$ cat config.mk
export PLATFORM = sky130hd
export DESIGN_NAME = addr_mode_sequencer
export DESIGN_NICKNAME = d
export VERILOG_FILES = /design/src/rtl/addr_mode_sequencer.sv
export SDC_FILE = /design/constraint.sdc
export NUM_CORES = 1
export LEC_CHECK = 0
export BUFFER_PORTS_ARGS = -buffer_cell sky130_fd_sc_hd__buf_2
export CORE_ASPECT_RATIO = 0.8
export CORE_MARGIN = 5
export CORE_UTILIZATION = 49
export CTS_CLUSTER_SIZE = 10
export DETAILED_ROUTE_END_ITERATION = 8
export GPL_TIMING_DRIVEN = 0
export HOLD_SLACK_MARGIN = 0.1
export PLACE_DENSITY_LB_ADDON = 0.12
export SYNTH_ARGS = -nofsm -noshare
export SYNTH_HDL_FRONTEND = slang
export SYNTH_SLANG_ARGS = --single-unit
$ cat constraint.sdc
create_clock -name clk -period 7.2 [get_ports clk]
set_input_delay 1.44 -clock clk [delete_from_list [all_inputs] [get_ports clk]]
set_output_delay 1.44 -clock clk [all_outputs]
set_load 0.02 [all_outputs]
$ cat src/rtl/addr_mode_sequencer.sv
// 6502 effective-address sequencer: decodes the addressing mode of a new opcode,
// fetches operand bytes and zero-page pointers over req/ack, and reports the EA.
module addr_mode_sequencer #(
  parameter int REG_WIDTH  = 8,
  parameter int ADDR_WIDTH = 16,
  parameter bit ZP_WRAP    = 1'b1
) (
  input  logic                  clk,
  input  logic                  reset,
  input  logic                  start,
  input  logic [REG_WIDTH-1:0]  opcode,
  input  logic [ADDR_WIDTH-1:0] pc_in,
  input  logic [REG_WIDTH-1:0]  x_in,
  input  logic [REG_WIDTH-1:0]  y_in,
  output logic                  mem_req,
  output logic [ADDR_WIDTH-1:0] mem_addr,
  input  logic [REG_WIDTH-1:0]  mem_rdata,
  input  logic                  mem_ack,
  output logic                  busy,
  output logic                  ea_valid,
  output logic [ADDR_WIDTH-1:0] ea,
  output logic [1:0]            operand_len,
  output logic                  page_cross,
  output logic                  is_imm,
  output logic                  illegal,
  output logic [2:0]            dbg_state
);

  // Memory port handshake: a read is pending while mem_req=1 with mem_addr held
  // stable; it completes on the rising edge where mem_ack=1, and mem_rdata is
  // captured on that same edge. mem_ack is ignored whenever mem_req=0.

  localparam int RW = REG_WIDTH;
  localparam int AW = ADDR_WIDTH;
  localparam logic [AW-1:0] ONE_A = {{(AW-1){1'b0}}, 1'b1};
  localparam logic [AW-1:0] TWO_A = {{(AW-2){1'b0}}, 2'b10};
  localparam logic [RW-1:0] ONE_R = {{(RW-1){1'b0}}, 1'b1};

  typedef enum logic [2:0] {
    S_IDLE   = 3'd0,
    S_OP_LO  = 3'd1,
    S_OP_HI  = 3'd2,
    S_PTR_LO = 3'd3,
    S_PTR_HI = 3'd4,
    S_DONE   = 3'd5
  } state_t;

  typedef enum logic [3:0] {
    M_IMPL, M_IMM, M_ZPG, M_ZPG_X, M_ZPG_Y, M_REL,
    M_ABS, M_ABS_X, M_ABS_Y, M_X_IND, M_IND_Y
  } mode_t;

  state_t          state, next_state;
  mode_t           mode_q, dec_mode, cur_mode;
  logic [AW-1:0]   pc_q, ptr_q, ptr_calc;
  logic [RW-1:0]   b0_q, lo_q, idx;
  logic            idle_like, accept, is_ill_op;
  logic [AW-1:0]   ea_calc, word_base, rel_base;
  logic [RW:0]     low_sum;
  logic            pc_calc;

  function automatic logic [AW-1:0] zext(input logic [RW-1:0] v);
    return {{(AW-RW){1'b0}}, v};
  endfunction

  function automatic logic [AW-1:0] sext(input logic [RW-1:0] v);
    return {{(AW-RW){v[RW-1]}}, v};
  endfunction

  // Zero-page sum: wraps inside page zero, or carries into bit RW when wrap is off.
  function automatic logic [AW-1:0] zp_add(input logic [RW-1:0] a, input logic [RW-1:0] b);
    logic [RW:0]   s;
    logic [AW-1:0] r;
    s = {1'b0, a} + {1'b0, b};
    r = '0;
    if (ZP_WRAP) r[RW-1:0] = s[RW-1:0];
    else         r[RW:0]   = s;
    return r;
  endfunction

  function automatic logic [AW-1:0] zp_inc(input logic [AW-1:0] p);
    logic [AW-1:0] r;
    r = '0;
    if (ZP_WRAP) r[RW-1:0] = p[RW-1:0] + ONE_R;
    else         r         = p + ONE_A;
    return r;
  endfunction

  function automatic mode_t decode_mode(input logic [7:0] op);
    logic [2:0] aaa, bbb;
    logic [1:0] cc;
    mode_t      m;
    aaa = op[7:5];
    bbb = op[4:2];
    cc  = op[1:0];
    m   = M_IMPL;
    if (cc == 2'b01) begin
      case (bbb)
        3'b000:  m = M_X_IND;
        3'b001:  m = M_ZPG;
        3'b010:  m = M_IMM;
        3'b011:  m = M_ABS;
        3'b100:  m = M_IND_Y;
        3'b101:  m = M_ZPG_X;
        3'b110:  m = M_ABS_Y;
        default: m = M_ABS_X;
      endcase
    end else begin
      case (bbb)
        3'b000:  m = M_IMM;
        3'b001:  m = M_ZPG;
        3'b011:  m = M_ABS;
        3'b100:  m = M_REL;
        3'b101:  m = (cc == 2'b10 && (aaa == 3'b100 || aaa == 3'b101)) ? M_ZPG_Y : M_ZPG_X;
        3'b111:  m = (cc == 2'b10 && aaa == 3'b101) ? M_ABS_Y : M_ABS_X;
        default: m = M_IMPL;
      endcase
    end
    return m;
  endfunction

  function automatic logic [1:0] len_of(input mode_t m);
    case (m)
      M_ABS, M_ABS_X, M_ABS_Y: return 2'd2;
      M_IMPL:                  return 2'd0;
      default:                 return 2'd1;
    endcase
  endfunction

  assign dec_mode  = decode_mode(opcode[7:0]);
  assign is_ill_op = (opcode[1:0] == 2'b11);
  assign idle_like = (state == S_IDLE) || (state == S_DONE);
  assign accept    = start && idle_like;
  assign cur_mode  = idle_like ? dec_mode : mode_q;

  // State register
  always_ff @(posedge clk) begin
    if (reset) state <= S_IDLE;
    else       state <= next_state;
  end

  // Next-state logic
  always_comb begin
    next_state = state;
    case (state)
      S_IDLE, S_DONE: begin
        next_state = S_IDLE;
        if (start && !is_ill_op) begin
          if (dec_mode == M_IMPL || dec_mode == M_IMM) next_state = S_DONE;
          else                                         next_state = S_OP_LO;
        end
      end
      S_OP_LO: begin
        if (mem_ack) begin
          case (mode_q)
            M_ABS, M_ABS_X, M_ABS_Y: next_state = S_OP_HI;
            M_X_IND, M_IND_Y:        next_state = S_PTR_LO;
            default:                 next_state = S_DONE;
          endcase
        end
      end
      S_OP_HI:  if (mem_ack) next_state = S_DONE;
      S_PTR_LO: if (mem_ack) next_state = S_PTR_HI;
      S_PTR_HI: if (mem_ack) next_state = S_DONE;
      default:  next_state = S_IDLE;
    endcase
  end

  // Outputs decoded from the current state
  always_comb begin
    mem_req   = 1'b0;
    mem_addr  = '0;
    busy      = 1'b0;
    ea_valid  = 1'b0;
    dbg_state = state;
    case (state)
      S_OP_LO: begin
        mem_req  = 1'b1;
        busy     = 1'b1;
        mem_addr = pc_q + ONE_A;
      end
      S_OP_HI: begin
        mem_req  = 1'b1;
        busy     = 1'b1;
        mem_addr = pc_q + TWO_A;
      end
      S_PTR_LO: begin
        mem_req  = 1'b1;
        busy     = 1'b1;
        mem_addr = ptr_q;
      end
      S_PTR_HI: begin
        mem_req  = 1'b1;
        busy     = 1'b1;
        mem_addr = zp_inc(ptr_q);
      end
      S_DONE:  ea_valid = 1'b1;
      default: ;
    endcase
  end

  // Effective-address arithmetic for whichever step is about to enter DONE.
  // The last fetched byte is still on mem_rdata, so it feeds the sum directly.
  always_comb begin
    ea_calc   = '0;
    pc_calc   = 1'b0;
    idx       = (cur_mode == M_ABS_Y || cur_mode == M_ZPG_Y || cur_mode == M_IND_Y) ? y_in : x_in;
    word_base = '0;
    word_base[2*RW-1:0] = (state == S_PTR_HI) ? {mem_rdata, lo_q} : {mem_rdata, b0_q};
    low_sum   = {1'b0, ((state == S_PTR_HI) ? lo_q : b0_q)} + {1'b0, idx};
    rel_base  = pc_q + TWO_A;
    case (cur_mode)
      M_IMM:            ea_calc = pc_in + ONE_A;
      M_ZPG:            ea_calc = zext(mem_rdata);
      M_ZPG_X, M_ZPG_Y: ea_calc = zp_add(mem_rdata, idx);
      M_REL: begin
        ea_calc = rel_base + sext(mem_rdata);
        pc_calc = (ea_calc[AW-1:RW] != rel_base[AW-1:RW]);
      end
      M_ABS, M_X_IND:   ea_calc = word_base;
      M_ABS_X, M_ABS_Y, M_IND_Y: begin
        ea_calc = word_base + zext(idx);
        pc_calc = low_sum[RW];
      end
      default: ;
    endcase
  end

  // X is folded into the pointer when the operand byte arrives.
  assign ptr_calc = (mode_q == M_X_IND) ? zp_add(mem_rdata, x_in) : zext(mem_rdata);

  always_ff @(posedge clk) begin
    if (reset) begin
      mode_q      <= M_IMPL;
      pc_q        <= '0;
      ptr_q       <= '0;
      b0_q        <= '0;
      lo_q        <= '0;
      ea          <= '0;
      operand_len <= 2'd0;
      page_cross  <= 1'b0;
      is_imm      <= 1'b0;
      illegal     <= 1'b0;
    end else begin
      illegal <= accept && is_ill_op;
      if (accept) begin
        mode_q <= dec_mode;
        pc_q   <= pc_in;
      end
      if (mem_req && mem_ack) begin
        case (state)
          S_OP_LO: begin
            b0_q  <= mem_rdata;
            ptr_q <= ptr_calc;
          end
          S_PTR_LO: lo_q <= mem_rdata;
          default: ;
        endcase
      end
      if (next_state == S_DONE) begin
        ea          <= ea_calc;
        page_cross  <= pc_calc;
        is_imm      <= (cur_mode == M_IMM);
        operand_len <= len_of(cur_mode);
      end
    end
  end

endmodule

Word-level counts from Yosys, hierarchy flattened:

Index checks and enable logic that the tools add are counted.

* $add $sub $neg: 9
* eq/ne operators: 35
* multiplexer cells: 23
* reductions and logical operators: 27

Operators by type and width (number)
* $pmux W16 S6: 1
* $pmux W16 S4: 1
* $add A16 B1 Y16 const B: 2
* $mux W8: 4
* $pmux W4 S7: 1
* $eq A3 B3 Y1 const B: 9
* $eq A4 B3 Y1 const B: 6
* $eq A4 B4 Y1 const B: 6
* $pmux W4 S6: 1
* $mux W3: 6
* $add A16 B16 Y16: 1
* $add A16 B2 Y16 const B: 1
* $add A16 B8 Y16: 1
* $add A8 B8 Y8: 2
* $eq A3 B2 Y1 const B: 4
* $mux W4: 3
* $pmux W3 S4: 1
* $reduce_or A2 Y1: 5
* $add A8 B8 Y9: 1
* $reduce_or A3 Y1: 3
* $add A8 B1 Y8 const B: 1
* $eq A4 B1 Y1 const B: 2
* $eq A4 B2 Y1 const B: 2
* $logic_not A4 Y1: 2
* other kinds (14): 28

* word-level logic and storage cells: 105
* input bits: 52
* output and inout bits: 43
* register bits after elaboration: 76

Depth between registers and ports, before layout:

Gate-level depths: netlist of run 1.

* depth in word-level cells: 13
* gate-level depth with buffers: 22
* mapped depth without buffers: 19

Worst setup path before layout of run 1:

Ideal clock, no wire load.

* path type: input to register
* start: in opcode[2]
* end: reg ea[8]
* setup slack: 1.463 ns
* data required time: 7.105 ns
* stages: 20
* buffers on the path: 2
* library setup time: 0.095 ns
* data arrival time: 5.642 ns
* cell sequence: inv_2 ha_1 o21bai_1 a22oi_1 o22ai_1 a22o_1 buf_6 mux2i_1 and2_1 buf_2 mux2_2 ha_1 fa_1 a21o_1 a21oi_1 o21ai_0 o41ai_2 nor2_1 o311a_1 a221oi_1

* cells in the longest elaborated chain, start to end: 10
* elaborated cells between the ends (all ways): 37

Ends and longest elaborated chain
* start: declaration: RTL line 11 `input logic [REG_WIDTH-1:0] opcode,`
* $eq A3 B3 Y1, or another cell as far along: RTL line 98 `case (bbb)`
* $pmux W4 S7 / $pmux W4 S6 (equally long branches): RTL line 98, 109
* $mux W4 (*): RTL line 97 `if (cc == 2'b01) begin`
* $mux W4: RTL line 134 `assign cur_mode = idle_like ? dec_mode : mode_q;`
* $eq A4 B4 Y1 / $eq A4 B3 Y1 (equally long branches): RTL line 207, 212
* $logic_or A1 B1 Y1 (2 in series): RTL line 207 `idx = (cur_mode == M_ABS_Y || cur_mode == M_ZPG_Y || cur_mode == M_IND_Y) ? y_in : x_in;`
* $mux W8: RTL line 207
* $add A16 B8 Y16: RTL line 222 `ea_calc = word_base + zext(idx);`
* $pmux W16 S6: RTL line 212 `case (cur_mode)`
* end signal: assignment: RTL line 261 `ea <= ea_calc;`
* end: declaration: RTL line 21 `output logic [ADDR_WIDTH-1:0] ea,`

Every way passes the cells marked *; elsewhere a longest branch is shown, timed or not.
A chain may end at the register's enable or synchronous reset.

Final worst setup path of run 1:

Ends and elaborated chain as after synthesis.

==> results.md, run 1 <==
Clock tree:
- The hold buffer count at cts is 0.
- The clock tree root buffer cell is clkbuf_16.
- The number of clock buffers inserted by TritonCTS is 9.
- The clock passes through at most 2 buffers.
- The clock transition time at the flip-flop clock pins of the worst setup and hold paths is ~0.06 ns.
- The H-tree depth is 3.
- The post-CTS repair timing setup buffer count is 0.
- For the worst-skew pair, the clock arrives at the later sink with an insertion delay of around 0.35 ns.
- The number of gates resized after cts is 0.
- The clock tree from TritonCTS is done.
- The clock sink count is 68.

Timing:
- In the final timing run, aggregate negative setup slack is 0 ns.
- The final hold slack is 0.4479 ns.
- For the final database, setup skew stands at 0.008127 ns.
- The final count of pins violating max slew is 0.
- Setup violations remaining at the end of the flow were counted as 0.
- The part of the cycle the worst path needs is 86.75%.
- Setup repair after global routing left no endpoint under its margin.
- The headroom to the max-slew limit is around a third.
- The count of final hold-check violations came to 0.
- The worst-margin pin slew is 0.9645 ns.
- Based on the critical path, the design can be clocked at up to 160.1 MHz.
- The clock period could shrink to 6.246 ns.

Setup path:
- The critical-path maximum fanout is 10.
- STA classifies the critical path endpoint as a register.
- At the worst endpoint, the arrival time is 6.49 ns.
- STA classifies the critical path startpoint as an input pin.
- For flop-to-flop paths, the worst setup slack is 1.74 ns.
- The cell count of the worst reg-to-reg path is 20.
- The worst register-to-register path ends at ea[8].
- The worst register-to-register path begins at dbg_state[0].
- The critical path required time is 7.45 ns.
- By startpoint and endpoint, the worst setup path is classified as input pin to register.

Floorplan:
- The starting density of the core is around half.
- The chip height is 116.4 µm.
- The die covers around 0.017 mm².
- The core region area is 0.01374 mm².
- The number of primary I/O pins is 95.
- The die is 143.0 µm wide.
- The row count is 38.

Logic synthesis:
- By count the netlist is led by 144 x nand2_1, 70 x a21oi_1, 68 x dfxtp_1.
- The most common cell in the synthesized netlist is nand2_1.
- In this run, distinct cell masters in the synthesized netlist total 92.
- The share of synthesized registers carrying an async set or reset is 0%.
- The register bit total from synthesis is 68.
- The synthesized design spends more area on one cell type than any other, namely dfxtp_1.
- The mean cell area of the mapped netlist is ~7.6 µm².
- The fraction of the yosys area taken by sequential cells is around a fifth.
- The number of instances in the synthesized netlist is 917.
- By area the synthesized netlist is led by dfxtp_1 20%, nand2_1 7.8%, ha_1 7.6%, a21oi_1 5.1%, xnor2_1 4.8%.
- The area fraction of the dominant cell type after synthesis is 19.62%.
- The cell area that synthesis handed to floorplanning was 0.006937 mm².
- The number of nets in the synthesized netlist is 1015.
- The flip-flop cell with the highest count after synthesis is dfxtp_1.
- Yosys printed 0 warnings.
- The number of enable flip-flop cells after synthesis is 0.

Detailed routing:
- The number of nets with antenna violations after detailed routing is 0.
- The average vias per placed instance is ~6.3.
- The first-iteration detailed-routing DRC count is 883.
- The post-route DRC violation count is 0.
- After detailed routing, the total wire length is ~24000 µm.
- The detailed-route via count is 7584.
- The number of iterations in the first detailed-routing pass is 7.
- The routed wire length per instance is 19.81 µm.

Place:
- Once placement finished, the instance area stood at between 0.007 and 0.008 mm².
- Counting tap cells, the placed design contains a total of 1191 instances.
- Buffers placed on the I/O ports in this run total 94.
- Once detailed placement completed, the half-perimeter wirelength came to 19100 µm.
- At the end of routability-driven placement, the weighted congestion stood at ~0.98.

Global routing:
- Entering global routing, the biggest net connects 14 pins.
- After global routing the overflow that remains totals 0.
- The initial antenna violation count is 0.
- The first global-routing pass estimated 36300 µm of wire.
- Global routing consumed, over all layers together, 28.12% of the routing resources.
- The via count of the first global-routing pass is 6529.

Flow run:
- The max-cap check violation count is 0.

Final layout:
- In the final layout, the share of cells above drive strength 1 is 16.26%.
- For this run, the post-layout net count is approximately 1100.
- With fillers left out, the area of the finished cells amounts to 0.007933 mm².
- The number of antenna diodes in the final layout is 0.
- The area growth from synthesis to layout is 14.36%.
- The final non-filler cell total is 1207.

Pwr:
- The leakage power figure is 3.225 nW.
- The maximum resistive drop on vdd is between 0.0001 and 0.00015 V.
- The ratio of total power to cell area is 210.8 mW/mm².

Min path:
- The worst hold path belongs to the class register to register.
- The start point of the worst min-delay path is ea[13].
- The instance count along the most critical hold path is 2.
- The path with the worst hold slack has its endpoint at ea[13].

Status:
- The run finished with clean final reports.
[logic make-up after synthesis]
| logic type | share of synthesized area [%] |
|---|---|
| flip-flops | 19.62 |
| multiplexers | 2.291 |
| AND/OR/NAND/NOR | 25.47 |
| XOR/XNOR | 9.921 |
| adder cells (fa/ha/maj) | 8.730 |
| AO/OA/AOI/OAI | 29.08 |
| buffers and inverters | 4.888 |
[how the worst max path moves through the flow]
| stage | slack (ns) | endpoint | start |
|---|---|---|---|
| floorplan | 1.46 | ea[8] | opcode[2] |
| global placement | 0.65 | ea[8] | opcode[2] |
| detailed placement | 0.67 | ea[8] | opcode[2] |
| CTS | 1.01 | ea[8] | opcode[2] |
| global route | 0.52 | ea[8] | opcode[2] |
| finish | 0.95 | ea[8] | opcode[2] |
[power breakdown]
part	switching (mW)	leakage, nW	internal (mW)	total, mW
logic	0.483	2.52	0.290	0.772
clock network	0.187	0.150	0.270	0.457
registers	0.0342	0.553	0.409	0.443
[flip-flops by register name (all words and copies together), names as in the netlist, 2 cells and up]
signal and flops:
ptr_q 8, ea 16, lo_q 8, pc_q 16
b0_q 8, mode_q 4, dbg_state 3, operand_len 2
[layout by cell type, fill, tap and decap left out, types with 6 or more instances in the layout]
cell type,count
a21oi_1,70
dfxtp_1,68
o211ai_1,6
a221o_1,12
nand2b_1,9
nand2_1,144
a22oi_1,10
clkbuf_1,34
nor2_1,62
xor2_1,24
a221oi_1,11
a211oi_1,14
o21ai_0,42
nor2b_1,9
mux2_2,7
xnor2_1,38
buf_2,103
a31oi_1,16
nand3_1,28
o21bai_1,7
inv_1,26
clkbuf_16,9
or3_1,6
nand4_1,8
and2_1,15
a21o_1,13
mux2i_1,8
nor3_1,17
and3_1,11
ha_1,42
o22ai_1,9
[cell type report]
type                            count  area [µm²]
Tap cell                          180       225.2
Clock buffer                        9       225.2
Multi-Input combinational cell    770        5236
Inverter                           28       105.1
Fill cell                        1356        5808
Sequential cell                    68        1361
Timing Repair Buffer               94       470.5
Clock inverter                      7       75.07
Buffer                             51       234.0
[critical path, cell delays in order]
cell and delay (ns):
buf_2 0.17, inv_2 0.05, ha_1 0.20, o21bai_1 0.15, a22oi_1 0.23, o22ai_1 0.15, a22o_1 0.22, buf_6 0.16
mux2i_1 0.25, and2_1 0.18, buf_2 0.20, mux2_2 0.38, ha_1 0.23, fa_1 0.41, a21o_1 0.20, a21oi_1 0.22
o21ai_0 0.18, o41ai_2 0.79, xnor2_1 0.19, nand2_1 0.07, o311a_1 0.13, a221oi_1 0.27
[per-stage QoR]
step | setup WS [ns] | power [mW] | utilization (%)
after floorplan | 1.463 | 0.9895 | -
after global placement | 0.6520 | 1.197 | 55.55
after detailed placement | 0.6662 | 1.203 | 55.55
after CTS | 1.014 | 1.657 | 57.73
after global routing | 0.5185 | 1.754 | 57.73
final | 0.9543 | 1.672 | 57.73
[metal layers]
layer	vias up	track usage, %	wire length [µm]
met5	-	0	0
met1	3610	42.02	11350
met2	323	40.49	9917
met4	0	7.346	457
li1	3624	-	-
met3	27	6.508	2181
Note: power is estimated with default switching activity, not from simulation.
==> run 2, diff against run 1 <==
--- a/config.mk
+++ b/config.mk
@@ -9,6 +9,7 @@
 export CORE_ASPECT_RATIO = 0.8
 export CORE_MARGIN = 5
 export CORE_UTILIZATION = 49
+export CTS_BUF_LIST = sky130_fd_sc_hd__clkbuf_4 sky130_fd_sc_hd__clkbuf_8
 export CTS_CLUSTER_SIZE = 10
 export DETAILED_ROUTE_END_ITERATION = 8
 export GPL_TIMING_DRIVEN = 0
==> run 2 against run 1 <==
  * Final cell count stayed put
  * Largest power group unchanged
  * Clock power is 27% lower
  * Utilization is 0.74 points lower
  * Largest cell class unchanged
  * Non-clock buffer count stayed put
  * Critical endpoint unchanged
  * Cell area is 1.3% lower
==> results.md, run 2 (synthesis results as in run 1) <==
Detailed routing:
- The met3 wire length was 2485 µm (+14%).
- The wire length on met2 is 9697 µm (-2.2%).
- The detailed-route via count is 7535 (-0.65%).
- The post-route DRC violation count is 0 (unchanged).
- In this run the top signal layer used is met4.
- The routed wire length per instance is 19.73 µm (-0.38%).
- The average vias per placed instance came to 6.243 (-0.65%).
- The number of nets with antenna violations after detailed routing came to 0 (unchanged).
- The routed wire length is 23820 µm (-0.38%).
- The wire length the detailed router placed on met1 was 11160 µm (-1.7%).
- The first-iteration detailed-routing DRC count is 888 (+0.57%).
- The number of iterations in the first detailed-routing pass is 5 (-2).

Clock tree:
- The number of clock buffers inserted by TritonCTS is 9 (unchanged).
- The insertion delay of the later-clocked pin in the worst-skew pair is 0.39 ns (+0.04 ns).
- The largest buffer count on any clock path is 2 (unchanged).
- The H-tree depth is 3 (unchanged).
- The number of gates resized after cts came to 0 (unchanged).
- The clock sink count is 68 (unchanged).
- The clock transition time at the flip-flop clock pins of the worst setup and hold paths is 0.08 ns (+0.02 ns).
- The post-CTS repair timing setup buffer count came to 0 (unchanged).
- The hold buffer count at cts is 0 (unchanged).
- TritonCTS built the clock tree.
- Clock tree synthesis selected as its root buffer the cell clkbuf_8.

Timing:
- The setup total negative slack was 0 ns (unchanged).
- Setup repair after global routing left no endpoint under its margin.
- The final count of pins violating max slew came to 0 (unchanged).
- The final hold slack is 0.4534 ns (+0.005547 ns).
- The headroom to the max-slew limit is 36.29% (+1.3 points).
- The count of final hold-check violations was 0 (unchanged).
- The number of setup violations in the final report is 0 (unchanged).
- The worst-margin pin slew is 0.9453 ns (-0.01918 ns).
- The part of the cycle the worst path needs is 85.76% (-0.98 points).
- The clock period minus worst slack is 6.175 ns (-0.07067 ns).
- The final setup skew was 0.009886 ns (+0.001759 ns).
- The worst setup slack after layout is 1.025 ns (+0.07067 ns).
- The peak clock frequency supported by timing is 161.9 MHz (+1.1%).

Setup path:
- Walking the worst path, the cells encountered are buf_2, inv_2, ha_1, o21bai_1, a22oi_1, o22ai_1, a22o_1, buf_6, mux2i_1, and2_1, buf_2, mux2_2, ha_1, fa_1, a21o_1, a21oi_1, o21ai_0, o41ai_2, xnor2_1, nand2_1, o311a_1, a221oi_1.
- STA classifies the critical path endpoint as a register.
- The count of buffer and inverter cells on the critical path is 4 (unchanged).
- Grouping stages by cell kind, the critical path spends the most delay in compound AO/OA/AOI/OAI gates.
- The critical-path maximum fanout is 10 (unchanged).
- The arrival time of the worst setup path came to 6.47 ns (-0.02 ns).
- The highest cell delay on the worst timing path was 0.78 ns (about the same).
- The critical path required time was 7.49 ns (+0.04 ns).
- The worst reg-to-reg setup slack came to 1.74 ns (about the same).
- The cell with the largest stage delay on the worst path is o41ai_2.
- The type of the worst setup path is input pin to register.
- The worst setup path is launched from an input pin.

Place:
- The estimated wirelength of the detail-placed design is 19100 µm (unchanged).
- The post-placement setup slack came to 0.6662 ns (unchanged).
- The placed instance count is 1191 (unchanged).
- The post-place instance area is 0.007632 mm² (unchanged).
- The number of buffers inserted by port buffering is 94 (unchanged).
- The final weighted congestion of routability-driven global placement is 0.9768 (unchanged).

Pwr:
- The combinational cell fraction of total power came to 49.9% (+3.7 points).
- The net switching component of the power is 686.4 µW (-2.5%).
- The part of the total power dissipated in the clock network is 21.5% (-5.8 points).
- The leakage power figure is 3.179 nW (-1.4%).
- The internal cell power came to 859.8 µW (-11%).
- The portion of total power attributed to sequential cells is 28.6% (+2.1 points).
- The maximum resistive drop on vdd was 0.0001171 V (-21%).
- The switching share of power is 44.39% (+2.3 points).
- The ratio of total power to cell area is 197.4 mW/mm² (-6.3%).
- The total power of the final layout came to 1.546 mW (-7.5%).

Final layout:
- The final non-filler cell total is 1207 (unchanged).
- The library cells used most frequently in the layout, excluding fill and tap cells, are 144 x nand2_1, 103 x buf_2, 70 x a21oi_1.
- The final design utilization came to 56.99% (-0.74 points).
- The share of post-route cells with drive strength above 1 is 16.26% (unchanged).
- The number of diodes added for antenna fixing is 0 (unchanged).
- The area growth from synthesis to layout is 12.90%.
- The number of filler cells placed in the layout was 1372 (+1.2%).
- The layout net count is 1120 (unchanged).
- The largest registers in the layout are ea: 16 flops, pc_q: 16 flops.
- The cell area after layout is 0.007831 mm² (-1.3%).
- The library cell used most frequently in the layout, excluding fill and tap cells, is nand2_1.

Global routing:
- The overall overflow remaining after global route is 0 (unchanged).
- The initial antenna violation count came to 0 (unchanged).
- The largest net degree at the start of global routing is 14 (unchanged).
- The overall routing resource usage came to 28.04% (-0.072 points).
- The via count of the first global-routing pass came to 6496 (-0.51%).
- The global-route wire length before repair is 36180 µm (-0.34%).

Min path:
- The type of the most critical hold path is register to register.

Status:
- The flow ran to the end, and the final reports show no timing, DRC or antenna violations.

Floorplan:
- The number of primary I/O pins is 95 (unchanged).
- The die width is 143.0 µm (unchanged).
- The area enclosed by the die boundary came to 0.01665 mm² (unchanged).
- The row count was 38 (unchanged).
- The chip height came to 116.4 µm (unchanged).
- The starting density of the core was 50.48% (unchanged).
- The core region area is 0.01374 mm² (unchanged).

Flow run:
- The max-cap check violation count is 0 (unchanged).
run 2: changes by cell type in the layout (fill, tap and decap cells not counted):
cell	previous run	this run
clkbuf_16	9	0
clkbuf_8	0	9
run 2: per-layer routing:
| metal | vias to the layer above | GRT usage [%] |
|---|---|---|
| met5 | - | 0 |
| met3 | 32 | 6.386 |
| met1 | 3507 | 42.18 |
| met2 | 368 | 39.99 |
| li1 | 3628 | - |
| met4 | 0 | 7.600 |
run 2: worst paths after layout:
path	start	to	cells past startpoint
min reg2reg	ea[13]	ea[13]	2
min	ea[13]	ea[13]	2
max reg2reg	dbg_state[0]	ea[8]	20
max	opcode[2]	ea[8]	22
run 2: area by class of cell:
class	count	area, µm²	area share [%]
clock buffer	9	123.9	1.582
inverter	28	105.1	1.342
buffer	51	234.0	2.988
sequential	68	1361	17.38
timing repair buffer	94	470.5	6.007
tap	180	225.2	2.876
clock inverter	7	75.07	0.9586
multi-input combinational	770	5236	66.86
run 2: power groups by stage:
| stage | clock network [mW] | registers [mW] | logic [mW] |
|---|---|---|---|
| 2_1_floorplan | 0 | 0.457 | 0.533 |
| 4_1_cts | 0.338 | 0.442 | 0.756 |
| 6_report | 0.332 | 0.443 | 0.771 |
| 3_3_place_gp | 0 | 0.449 | 0.748 |
| 3_5_place_dp | 0 | 0.450 | 0.753 |
| 5_1_grt | 0.351 | 0.447 | 0.834 |
run 2: worst reg2reg max path, stage by stage (launching register included):
cell and delay, ns:
dfxtp_1 0.52, xor2_2 0.31, nand2b_1 0.15, buf_4 0.16, a311o_1 0.20, and2_1 0.15, buf_4 0.19, buf_2 0.26
and2_1 0.17, buf_2 0.20, mux2_2 0.39, ha_1 0.23, fa_1 0.41, a21o_1 0.20, a21oi_1 0.22, o21ai_0 0.18
o41ai_2 0.78, xnor2_1 0.19, nand2_1 0.07, o311a_1 0.13, a221oi_1 0.26
